### src/rtl/mem_arbiter.sv
`default_nettype none
// ============================================================================
// mem_arbiter : merges RV32I fetch and load/store ports onto one memory port
// Revision    : 1.0
// ============================================================================
module mem_arbiter (
   input  logic        clk,
   input  logic        rst,
   input  logic        instr_read,
   input  logic [31:0] instr_mem_address,
   output logic [31:0] instr_mem_rdata,
   output logic        instr_mem_resp,
   input  logic        data_read,
   input  logic        data_write,
   input  logic [31:0] data_mem_address,
   input  logic [31:0] data_mem_wdata,
   input  logic [3:0]  data_mbe,
   output logic [31:0] data_mem_rdata,
   output logic        data_mem_resp,
   output logic        mem_read,
   output logic        mem_write,
   output logic [31:0] mem_address,
   output logic [31:0] mem_wdata,
   output logic [3:0]  mem_mbe,
   input  logic [31:0] mem_rdata,
   input  logic        mem_resp
);

   localparam logic [2:0] S_IDLE   = 3'd0;
   localparam logic [2:0] S_I_BUSY = 3'd1;
   localparam logic [2:0] S_D_BUSY = 3'd2;
   localparam logic [2:0] S_I_RESP = 3'd3;
   localparam logic [2:0] S_D_RESP = 3'd4;

   localparam logic GRANT_INSTR = 1'b0;
   localparam logic GRANT_DATA  = 1'b1;

   logic [2:0]  state_q, state_d;
   logic        last_grant_q, last_grant_d;
   logic        tag_write_q, tag_write_d;
   logic        mem_read_q, mem_read_d;
   logic        mem_write_q, mem_write_d;
   logic [31:0] mem_address_q, mem_address_d;
   logic [31:0] mem_wdata_q, mem_wdata_d;
   logic [3:0]  mem_mbe_q, mem_mbe_d;
   logic [31:0] instr_buf_q, instr_buf_d;
   logic [31:0] data_buf_q, data_buf_d;

   logic        data_req;
   logic        instr_match;
   logic        data_match;
   logic        busy_done;

   assign data_req  = data_read | data_write;
   assign busy_done = mem_resp & ((state_q == S_I_BUSY) | (state_q == S_D_BUSY));

   // The mem_* tag doubles as the reference the client must still present in RESP.
   assign instr_match = instr_read & (instr_mem_address == mem_address_q);
   assign data_match  = (data_mem_address == mem_address_q) &
                        (tag_write_q ? (data_write &
                                        (data_mem_wdata == mem_wdata_q) &
                                        (data_mbe == mem_mbe_q))
                                     : data_read);

   always_ff @(posedge clk or negedge rst) begin
      if (!rst) begin
         state_q       <= S_IDLE;
         last_grant_q  <= GRANT_INSTR;
         tag_write_q   <= 1'b0;
         mem_read_q    <= 1'b0;
         mem_write_q   <= 1'b0;
         mem_address_q <= 32'h0;
         mem_wdata_q   <= 32'h0;
         mem_mbe_q     <= 4'h0;
         instr_buf_q   <= 32'h0;
         data_buf_q    <= 32'h0;
      end else begin
         state_q       <= state_d;
         last_grant_q  <= last_grant_d;
         tag_write_q   <= tag_write_d;
         mem_read_q    <= mem_read_d;
         mem_write_q   <= mem_write_d;
         mem_address_q <= mem_address_d;
         mem_wdata_q   <= mem_wdata_d;
         mem_mbe_q     <= mem_mbe_d;
         instr_buf_q   <= instr_buf_d;
         data_buf_q    <= data_buf_d;
      end
   end

   always_comb begin
      state_d = state_q;
      case (state_q)
         S_IDLE: begin
            if (data_req && (!instr_read || (last_grant_q == GRANT_INSTR))) begin
               state_d = S_D_BUSY;
            end else if (instr_read) begin
               state_d = S_I_BUSY;
            end
         end
         S_I_BUSY: begin
            if (mem_resp) begin
               state_d = S_I_RESP;
            end
         end
         S_D_BUSY: begin
            if (mem_resp) begin
               state_d = S_D_RESP;
            end
         end
         S_I_RESP: state_d = S_IDLE;
         S_D_RESP: state_d = S_IDLE;
         default:  state_d = S_IDLE;
      endcase
   end

   always_comb begin
      last_grant_d  = last_grant_q;
      tag_write_d   = tag_write_q;
      mem_read_d    = mem_read_q;
      mem_write_d   = mem_write_q;
      mem_address_d = mem_address_q;
      mem_wdata_d   = mem_wdata_q;
      mem_mbe_d     = mem_mbe_q;
      instr_buf_d   = instr_buf_q;
      data_buf_d    = data_buf_q;

      if (state_q == S_IDLE) begin
         if (state_d == S_D_BUSY) begin
            tag_write_d   = data_write;
            mem_read_d    = data_read;
            mem_write_d   = data_write;
            mem_address_d = data_mem_address;
            mem_wdata_d   = data_mem_wdata;
            mem_mbe_d     = data_mbe;
         end else if (state_d == S_I_BUSY) begin
            tag_write_d   = 1'b0;
            mem_read_d    = 1'b1;
            mem_write_d   = 1'b0;
            mem_address_d = instr_mem_address;
            mem_wdata_d   = 32'h0;
            mem_mbe_d     = 4'hF;
         end
      end

      // Address/wdata/mbe stay latched past completion for the RESP-cycle compare.
      if (busy_done) begin
         mem_read_d  = 1'b0;
         mem_write_d = 1'b0;
         if (state_q == S_D_BUSY) begin
            last_grant_d = GRANT_DATA;
            data_buf_d   = mem_rdata;
         end else begin
            last_grant_d = GRANT_INSTR;
            instr_buf_d  = mem_rdata;
         end
      end
   end

   always_comb begin
      instr_mem_resp = 1'b0;
      data_mem_resp  = 1'b0;
      if (state_q == S_I_RESP) begin
         instr_mem_resp = instr_match;
      end
      if (state_q == S_D_RESP) begin
         data_mem_resp = data_match;
      end
   end

   assign instr_mem_rdata = instr_buf_q;
   assign data_mem_rdata  = data_buf_q;
   assign mem_read        = mem_read_q;
   assign mem_write       = mem_write_q;
   assign mem_address     = mem_address_q;
   assign mem_wdata       = mem_wdata_q;
   assign mem_mbe         = mem_mbe_q;

endmodule

`default_nettype wire

### config.mk
export PLATFORM = sky130hd
export DESIGN_NAME = mem_arbiter
export DESIGN_NICKNAME = d
export VERILOG_FILES = /design/src/rtl/mem_arbiter.sv
export SDC_FILE = /design/constraint.sdc
export NUM_CORES = 1
export LEC_CHECK = 0
export CAP_MARGIN = 20
export CORE_AREA = 2 2 140 142
export CTS_BUF_LIST = sky130_fd_sc_hd__clkbuf_8
export DETAILED_ROUTE_END_ITERATION = 10
export DIE_AREA = 0 0 142 144
export GPL_TIMING_DRIVEN = 0
export HOLD_SLACK_MARGIN = 0.15
export PLACE_DENSITY_LB_ADDON = 0.15
export SLEW_MARGIN = 25
export SYNTH_ARGS = -nofsm -noshare
export SYNTH_HDL_FRONTEND = slang
export SYNTH_SLANG_ARGS = --single-unit
### constraint.sdc
create_clock -name clk -period 2.6 [get_ports clk]
set_clock_uncertainty 0.15 [all_clocks]
set_input_delay 0.52 -clock clk [delete_from_list [all_inputs] [get_ports clk]]
set_output_delay 0.52 -clock clk [all_outputs]
set_load 0.01 [all_outputs]
==> results.yml <==
outcome:
  status: "complete, but fails checks"
  violations: "setup timing"
floorplan:
  initial_core_util_pct: 34.1
  core_area_sq_um: 19100
  die-area_sq_um: 20400
  die_h_um: 144
  num_rows: 51
  ios: 274
  fp.dieW_um: 142
flow_run:
  max_cap_violations: 0
worst_setup_path:
  crit_fanout: 2
  crit_arrival_ns: 2.20
  critPathKind: "input pin to output pin"
  endpoint_kind: "output pin"
  reg2reg_from: "state_q[0]"
  crit_start: "data_mem_wdata[25]"
  ff2ff_path_depth: 6
  crit_required_ns: 1.93
  worstReg2RegEnd: "mem_address[16]"
  ff2ff_setup_slack_ns: 0.19
  cp-endpoint: "data_mem_resp"
  startpoint_type: "input pin"
power_and_ir_drop:
  intPower_mw: 7.58
  ir_drop_v: 0.000517
  finalPower_mw: 12.1
  p_clk_share_pct: 15.1
  seqPwrFrac_pct: 33.9
  switching_share_pct: 37.6
  p_leak_nw: 4.32
  combPwrFrac_pct: 50.9
  power_switching_mw: 4.57
  p_per_area_nw_per_um2: 1200
layout:
  fin_nets: 958
  layout-drive-gt1-share_pct: 15.0
  finish.utilization_pct: 52.9
  areaGrowthSynthToFinish_pct: 55.3
  instances_no_fill: 1070
  final_cell_mix: "clkdlybuf4s50_1 (243), dfrtp_1 (136), mux2_2 (64)"
  final_common_cell: "clkdlybuf4s50_1"
  design_area_sq_um: 10100
sta:
  fin_ws_ns: -0.273
  tightest_slew_ns: 0.704
  setup_tns_ns: -0.429
  rsz0062_at_grt: "true"
  slew_headroom_pct: 53.1
  finalCritPeriodShare_pct: 111
  period_needed_ns: 2.87
  max_freq_mhz: 348
  finalMaxSlewViolations: 0
  setup_viol: 2
  hold_slack_ns: 0.235
  hold_viol_final: 0
placement:
  placed_cell_area_sq_um: 9570
  numPortBuffers: 273
  gp_congestion: 0.808
  dp_hpwl_um: 15300
  place_ws_ns: -0.943
  numPlacedInstances: 1037
clock_tree:
  clk_latency_ns: 0.44
  cts_sinks: 139
  numCtsBuffers: 17
  ctsRootBufferMaster: "clkbuf_8"
  cts_tree: "done"
  cts.path.max_buffers: 2
  clk_pin_slew_ns: 0.09
  htreeDepth: 4
global_route:
  antenna_found_initial: 1
  grt_max_degree: 78
  grt_pass1_wl_um: 31400
  grt-ovfl-total: 0
  grt_use_total_pct: 20.2
  grt_pass1_vias: 5672
synthesis:
  ys_ff_latch: 139
  syn_nets: 663
  syn_inst: 525
  yosysSeqAreaShare_pct: 53.5
  yosysUniqueCellTypes: 29
  netlist_area_sq_um: 6500
  syn_area_per_cell_sq_um: 12.4
  ys_warn_count: 0
detailed_routing:
  dr.pass1.iters: 5
  num_vias: 5339
  wl_per_cell_um: 19.4
  drc_errors: 0
  drt-total-wl_um: 20700
  drtAntennaViolNets: 0
  drtIter0Drc: 202
  vias_per_cell: 4.99
min_path:
  hold_depth: 2
  hold_class: "input pin to register"
worst max-delay path, cell delays in order:
cell	delay (ns)
clkdlybuf4s50_1	0.44
xor2_1	0.19
nor4_2	0.31
nand4_1	0.17
o31ai_2	0.25
and3_1	0.20
buf_6	0.11
how the worst min path moves through the flow:
stage	from	to	slack, ns
2_1_floorplan	rst	data_mem_rdata[0]	0.07
3_3_place_gp	instr_mem_rdata[11]	instr_mem_rdata[11]	0.34
3_5_place_dp	rst	data_mem_rdata[30]	0.34
4_1_cts	data_mem_address[19]	mem_address[19]	0.34
5_1_grt	data_mem_wdata[15]	mem_wdata[15]	0.22
6_report	data_mem_wdata[13]	mem_wdata[13]	0.23
synthesized netlist by cell type:
| cell type | n | area [sq um] |
|---|---|---|
| a211oi_1 | 1 | 7.51 |
| a211oi_4 | 1 | 20.0 |
| a21oi_1 | 2 | 10.0 |
| a22o_1 | 33 | 289 |
| a22oi_1 | 1 | 7.51 |
| and3_1 | 1 | 6.26 |
| buf_6 | 3 | 33.8 |
| clkbuf_1 | 20 | 75.1 |
| dfrtp_1 | 139 | 3480 |
| inv_1 | 1 | 3.75 |
| mux2_2 | 64 | 721 |
| mux2i_1 | 32 | 320 |
| nand2_1 | 34 | 128 |
| nand2b_1 | 3 | 18.8 |
| nand3_1 | 1 | 5.00 |
| nand4_1 | 13 | 81.3 |
| nand4b_1 | 1 | 8.76 |
| nor2_1 | 6 | 22.5 |
| nor2_2 | 1 | 6.26 |
| nor3_1 | 6 | 30.0 |
| nor4_1 | 18 | 113 |
| nor4b_1 | 1 | 8.76 |
| o21ai_0 | 9 | 45.0 |
| o21ai_1 | 28 | 140 |
| o22a_1 | 4 | 35.0 |
| o31ai_1 | 1 | 7.51 |
| or3_1 | 1 | 6.26 |
| xnor2_1 | 37 | 324 |
| xor2_1 | 63 | 552 |
kinds of logic after synthesis:
kind of cell	count (synthesis)	share of synthesized area, %
AND/OR/NAND/NOR	86	6.68
multiplexers	96	16.0
flip-flops	139	53.5
buffers and inverters	24	1.73
XOR/XNOR	100	13.5
AO/OA/AOI/OAI	80	8.64
per-layer routing:
layer | vias to the layer above | global-route usage [%] | part of all wire (%)
li1 | 2460 | - | -
met1 | 2655 | 24.9 | 42
met2 | 195 | 33.4 | 49
met3 | 29 | 6.72 | 6.9
met4 | 0 | 7.11 | 2.3
met5 | - | 0 | 0
final cells by class:
cell class / count / area, sq um
Fill cell: 1697 / 8980
Sequential cell: 139 / 3480
Multi-Input combinational cell: 362 / 3030
Timing Repair Buffer: 276 / 2780
Tap cell: 238 / 298
Clock buffer: 17 / 234
Clock inverter: 13 / 168
Buffer: 23 / 111
Inverter: 1 / 3.75
Antenna cell: 1 / 2.50
timing repair:
action	CTS	global route
pin swaps	15	19
hold buffers	1	0
setup buffers	1	0
endpoints found under the setup margin	12	2
gates resized for setup	42	18
hold endpoints to repair	62	0
power groups by stage:
stage / Sequential, mW / Clock, mW / Combinational (mW)
6_report: 4.12 / 1.84 / 6.19
3_3_place_gp: 4.06 / 0 / 6.05
2_1_floorplan: 4.47 / 0 / 2.52
4_1_cts: 4.12 / 1.90 / 6.22
5_1_grt: 4.27 / 2.00 / 6.66
3_5_place_dp: 4.13 / 0 / 6.13
flip-flops by register name (all words and copies together), names as in the netlist:
register         flops
mem_write            1
data_mem_rdata      32
mem_address         32
mem_mbe              4
mem_read             1
state_q              3
tag_write_q          1
instr_mem_rdata     32
mem_wdata           32
last_grant_q         1
(Power assumes the default switching activity.)
